File: config.mk
export PLATFORM = sky130hd
export DESIGN_NAME = vga_dac_ctrl_fml
export DESIGN_NICKNAME = d
export VERILOG_FILES = /design/src/rtl/vga_dac_ctrl_fml.sv
export SDC_FILE = /design/constraint.sdc
export NUM_CORES = 1
export LEC_CHECK = 0
export ABC_AREA = 1
export BUFFER_PORTS_ARGS = -buffer_cell sky130_fd_sc_hd__buf_2
export CAP_MARGIN = 20
export CORE_MARGIN = 5
export CORE_UTILIZATION = 32
export CTS_BUF_LIST = sky130_fd_sc_hd__clkbuf_8 sky130_fd_sc_hd__clkbuf_16
export DETAILED_ROUTE_END_ITERATION = 10
export GPL_TIMING_DRIVEN = 0
export SYNTH_ARGS = -nofsm -noshare
export SYNTH_HDL_FRONTEND = slang
export SYNTH_SLANG_ARGS = --single-unit
File: constraint.sdc
create_clock -name clk -period 1.6 [get_ports clk]
set_input_delay 0.16 -clock clk [delete_from_list [all_inputs] [get_ports clk]]
set_output_delay 0.16 -clock clk [all_outputs]
set_load 0.01 [all_outputs]
File: src/rtl/vga_dac_ctrl_fml.sv
// CPU-side sequencer for the VGA DAC colour registers (ports 3C6h-3C9h).
// Runs the R,G,B three-access cycle with index auto-increment and waits out the register-file read latency.
module vga_dac_ctrl_fml #(
  parameter int DAC_DW = 4,
  parameter int RD_LAT = 1
) (
  input  logic              clk,
  input  logic              rst_n,
  input  logic              io_stb,
  input  logic              io_we,
  input  logic [1:0]        io_adr,
  input  logic [7:0]        io_dat_i,
  output logic [7:0]        io_dat_o,
  output logic              io_ack,
  output logic [7:0]        pel_mask,
  output logic              dac_we,
  output logic [1:0]        dac_write_data_cycle,
  output logic [7:0]        dac_write_data_register,
  output logic [DAC_DW-1:0] dac_write_data,
  output logic [1:0]        dac_read_data_cycle,
  output logic [7:0]        dac_read_data_register,
  input  logic [DAC_DW-1:0] dac_read_data
);

  typedef enum logic [1:0] {IDLE, RD_WAIT, ACK} state_t;

  state_t      state, state_nxt;
  logic [1:0]  lat_cnt;
  logic [7:0]  wr_idx, rd_idx;
  logic [1:0]  wr_cyc, rd_cyc, dac_state;
  logic        accept, pal_rd, pal_wr, rd_done;
  logic [7:0]  rd_mux;
  logic [5:0]  rd_comp;

  assign accept  = (state == IDLE) && io_stb;
  assign pal_rd  = accept && !io_we && (io_adr == 2'd3);
  assign pal_wr  = accept &&  io_we && (io_adr == 2'd3);
  assign rd_done = (state == RD_WAIT) && (lat_cnt == 2'd0);
  // Left-justify the stored component into the 6-bit VGA colour field.
  assign rd_comp = 6'(dac_read_data) << (6 - DAC_DW);

  assign io_ack                 = (state == ACK);
  assign dac_read_data_register = rd_idx;
  assign dac_read_data_cycle    = rd_cyc;

  always_ff @(posedge clk or negedge rst_n) begin
    if (!rst_n) state <= IDLE;
    else        state <= state_nxt;
  end

  always_comb begin
    state_nxt = state;
    case (state)
      IDLE:    if (io_stb) state_nxt = pal_rd ? RD_WAIT : ACK;
      RD_WAIT: if (lat_cnt == 2'd0) state_nxt = ACK;
      ACK:     state_nxt = IDLE;
      default: state_nxt = IDLE;
    endcase
  end

  always_comb begin
    rd_mux = 8'h00;
    case (io_adr)
      2'd0:    rd_mux = pel_mask;
      2'd1:    rd_mux = {6'b0, dac_state};
      2'd2:    rd_mux = wr_idx;
      default: rd_mux = 8'h00;
    endcase
  end

  always_ff @(posedge clk or negedge rst_n) begin
    if (!rst_n) begin
      lat_cnt                 <= 2'd0;
      io_dat_o                <= 8'h00;
      pel_mask                <= 8'hFF;
      dac_state               <= 2'd0;
      wr_idx                  <= 8'h00;
      wr_cyc                  <= 2'd0;
      rd_idx                  <= 8'h00;
      rd_cyc                  <= 2'd0;
      dac_we                  <= 1'b0;
      dac_write_data_cycle    <= 2'd0;
      dac_write_data_register <= 8'h00;
      dac_write_data          <= '0;
    end else begin
      dac_we <= pal_wr;
      if (pal_rd)
        lat_cnt <= 2'(RD_LAT - 1);
      else if (state == RD_WAIT && lat_cnt != 2'd0)
        lat_cnt <= lat_cnt - 2'd1;

      if (accept && io_we) begin
        case (io_adr)
          2'd0: pel_mask <= io_dat_i;
          2'd1: begin
            rd_idx    <= io_dat_i;
            rd_cyc    <= 2'd0;
            dac_state <= 2'd3;
          end
          2'd2: begin
            wr_idx    <= io_dat_i;
            wr_cyc    <= 2'd0;
            dac_state <= 2'd0;
          end
          default: begin
            dac_write_data_register <= wr_idx;
            dac_write_data_cycle    <= wr_cyc;
            dac_write_data          <= io_dat_i[5 -: DAC_DW];
            if (wr_cyc == 2'd2) begin
              wr_cyc <= 2'd0;
              wr_idx <= wr_idx + 8'd1;
            end else begin
              wr_cyc <= wr_cyc + 2'd1;
            end
          end
        endcase
      end

      if (accept && !io_we && io_adr != 2'd3)
        io_dat_o <= rd_mux;

      // Read counters only move once the component has been captured.
      if (rd_done) begin
        io_dat_o <= {2'b00, rd_comp};
        if (rd_cyc == 2'd2) begin
          rd_cyc <= 2'd0;
          rd_idx <= rd_idx + 8'd1;
        end else begin
          rd_cyc <= rd_cyc + 2'd1;
        end
      end
    end
  end

endmodule
==> flow_metrics.tcl <==
set metrics [dict create \
    cts_setup_buffers 0 \
    cts.sinks 56 \
    leakagePower_nw 1.89 \
    num_antenna_cells 0 \
    peakVddDrop_uv 721 \
    setup_viol 0 \
    worstPathRequired_ps 1860 \
    cp_top_family "simple AND/OR/NAND/NOR gates" \
    drc 0 \
    synth_edf_count 0 \
    crit_chain "nor2_4 > nand3_4 > nor2_4 > nand2_2 > nor2_1 > nand2_1 > nand2_1" \
    area_delta_synth_final_pct 20.1 \
    synth_top_cell_by_area "dfrtp_1" \
    powerDensity_nw_per_um2 1540 \
    min_from "io_dat_i[6]" \
    r2r_cells 7 \
    finalHoldViolCount 0 \
    finalCritPeriodShare_pct 89.0 \
    cts_buffers 5 \
    rsz0062_at_grt "no" \
    dpl_cell_area_um2 3500 \
    finalWeightedCongestion 0.875 \
    slowest_delay_ps 430 \
    worstSkewPairLatency_ps 310 \
    switchingPower_mw 2.21 \
    r2r_start "state[0]$_DFFE_PN0P_" \
    stdcell_count 594 \
    met1_usage_pct 20.0 \
    async_flop_share_pct 100 \
    status "finished, final reports clean" \
    yosys_register_bits 56 \
    p_int_mw 3.37 \
    worstPathMaxFanout 8 \
    grtUsageTotal_pct 14.0 \
    wl_per_cell_um 13.0 \
    p_seq_share_pct 44.2 \
    finalSetupTns_ps 0 \
    initial_core_util_pct 32.7 \
    yosysWarnings 0 \
    clkSlewWorstSetupHoldPaths_ps 110 \
    holdPathStages 3 \
    finish.net_count 489 \
    critical_path_class "reg2reg" \
    grt_pass1_wl_mm 13.1 \
    wl_mm 7.71 \
    fmax_mhz 702 \
    grt_max_degree 31 \
    dp_slack_ps 15.0 \
    dr.first_iter.drc_count 115 \
    ys_top_cells_by_area "dfrtp_1 40%, nand2_1 16%, dfstp_2 7.0%" \
    ioPinCount 60 \
    place_hpwl_mm 6.13 \
    rows 35 \
    first_pass_iters 4 \
    place_inst 585 \
    ant_nets 0 \
    busiest_layer "met2" \
    synthFlopType "dfrtp_1" \
    cp_data_arrival_time_ps 1680 \
    core-area_um2 9240 \
    overflow 0 \
    max_slew_margin_pct 57.1 \
    dieWidth_um 107 \
    synth_nets 421 \
    worstMarginPinSlew_ps 644 \
    nFillCells 996 \
    synth_area_um2 3020 \
    num_vias 2718 \
    htreeDepth 2 \
    end_kind "flop" \
    holdWs_ps 72.5 \
    slew_viol_final 0 \
    stdcell_area_um2 3630 \
    cts_tree "yes" \
    postSynthAreaPerCell_um2 7.63 \
    grt_pass1_vias 2661 \
    finalWorstSetupSlack_ps 176 \
    finClkSkew_ps 9.51 \
    power.share.combinational_pct 38.5 \
    critical_path_buf_inv_count 0 \
    r2r_end "wr_idx[5]$_DFFE_PN0P_" \
    max_cap_violations 0 \
    synth_seq_area_share_pct 46.7 \
    dieArea_um2 11500 \
    global_route.usage.met3_pct 2.77 \
    rrSetupSlack_ps 180 \
    start_kind "flop" \
    final_util_pct 39.3 \
    vias_per_cell 4.58 \
    die_h_um 107 \
    postSynthCellCount 396 \
    clockRootBuffer "clkbuf_8" \
    p_sw_share_pct 39.6 \
    grt_antenna_before_repair 0 \
    synthTopCellsByCount "125 x nand2_1, 56 x inv_1, 48 x dfrtp_1, 37 x o21ai_0, 32 x nor2_1" \
    synth_most_common_cell "nand2_1" \
    holdPathEnd "pel_mask[6]$_DFFE_PN1P_" \
    drive_above_1_share_pct 20.6 \
    pwr-share-clk_pct 17.3 \
    fin_crit_ps 1420 \
    hold_class "in2reg" \
    clockBufferDepth 2 \
    power_mw 5.58 \
    yosys.area.top_type_share_pct 39.8 \
    cp_slowest_cell "dfrtp_1" \
    use_met2_pct 22.1 \
    io_buffer_count 59 \
    netlist-cell-type-count 32 \
]
[power groups by stage]
stage | Sequential, mW | Combinational (mW) | Clock [mW]
floorplan | 2.65 | 1.16 | 0
global placement | 2.49 | 2.13 | 0
detailed placement | 2.51 | 2.17 | 0
CTS | 2.48 | 2.19 | 0.994
global route | 2.57 | 2.48 | 1.06
finish | 2.47 | 2.15 | 0.966
[flip-flops by register name (all words and copies together), names as in the netlist]
signal and flops:
wr_cyc 2, lat_cnt 2, dac_we 1, dac_read_data_cycle 2, state 2, pel_mask 8
dac_read_data_register 8, dac_write_data 4, io_dat_o 8, dac_write_data_register 8, dac_write_data_cycle 2, wr_idx 8
dac_state 1
[how the worst max path moves through the flow]
stage	start	to	depth (start not counted)
final	state[0]$_DFFE_PN0P_	wr_idx[5]$_DFFE_PN0P_	7
after floorplan	state[0]$_DFFE_PN0P_	dac_write_data_cycle[1]$_DFFE_PN0P_	6
after detailed placement	io_adr[0]	io_dat_o[4]$_DFFE_PN0P_	9
after global routing	state[1]$_DFFE_PN0P_	wr_idx[7]$_DFFE_PN0P_	7
after global placement	io_adr[0]	io_dat_o[4]$_DFFE_PN0P_	9
after CTS	state[0]$_DFFE_PN0P_	io_dat_o[5]$_DFFE_PN0P_	8
[routing by layer]
metal / up-vias / wire length (um) / share of wire, %
met5: - / 0 / 0
met4: 0 / 44 / 0.57
met3: 4 / 423 / 5.5
met2: 63 / 3520 / 46
met1: 1271 / 3730 / 48
li1: 1380 / - / -
[layout by cell type (no fill, tap or decap), drive strengths merged]
| master | n |
|---|---|
| dfrtp | 48 |
| clkinvlp | 1 |
| or2 | 2 |
| o31ai | 1 |
| o21bai | 1 |
| o22ai | 2 |
| bufinv | 1 |
| buf | 67 |
| nand3 | 28 |
| nand2 | 127 |
| xnor2 | 1 |
| dfstp | 8 |
| o21a | 9 |
| ha | 7 |
| o21ai | 40 |
| mux2i | 1 |
| dlygate4sd3 | 1 |
| xor2 | 3 |
| nand4 | 5 |
| nor2 | 39 |
| a31oi | 3 |
| a21oi | 2 |
| inv | 58 |
| clkbuf | 8 |
| o211ai | 2 |
[timing repair]
item                                    4_1_cts  5_1_grt
gates resized for setup                       0        1
endpoints found under the hold margin        26        0
hold buffers                                  1        0
endpoints found under the setup margin        0        5
[logic make-up (layout without fill, tap and decap cells)]
kind of cell	count (synthesis)	count (layout)	share of synthesized area [%]
buffers and inverters	67	136	8.94
muxes	1	1	0.331
AOI/OAI and AO/OA	60	60	11.2
and+or+nand+nor	201	201	28.7
DFF	56	56	46.7
xor gates and xnor gates	4	4	1.16
adders and majority gates	7	7	2.90
[final cells by class]
type | count | area [um^2] | area share, %
clock inverter | 3 | 46.3 | 1.28
multi-input combinational | 273 | 1350 | 37.1
inverter | 57 | 214 | 5.90
sequential | 56 | 1410 | 38.9
tap | 129 | 161 | 4.45
buffer | 10 | 56.3 | 1.55
timing repair buffer | 61 | 325 | 8.97
clock buffer | 5 | 68.8 | 1.90
[worst reg2reg max path: stages (launching register included)]
cell and delay, ps:
dfrtp_1 430, nor2_4 170, nand3_4 180, nor2_4 190
nand2_2 160, nor2_1 130, nand2_1 60, nand2_1 60
Note: power is estimated with default switching activity, not from simulation.
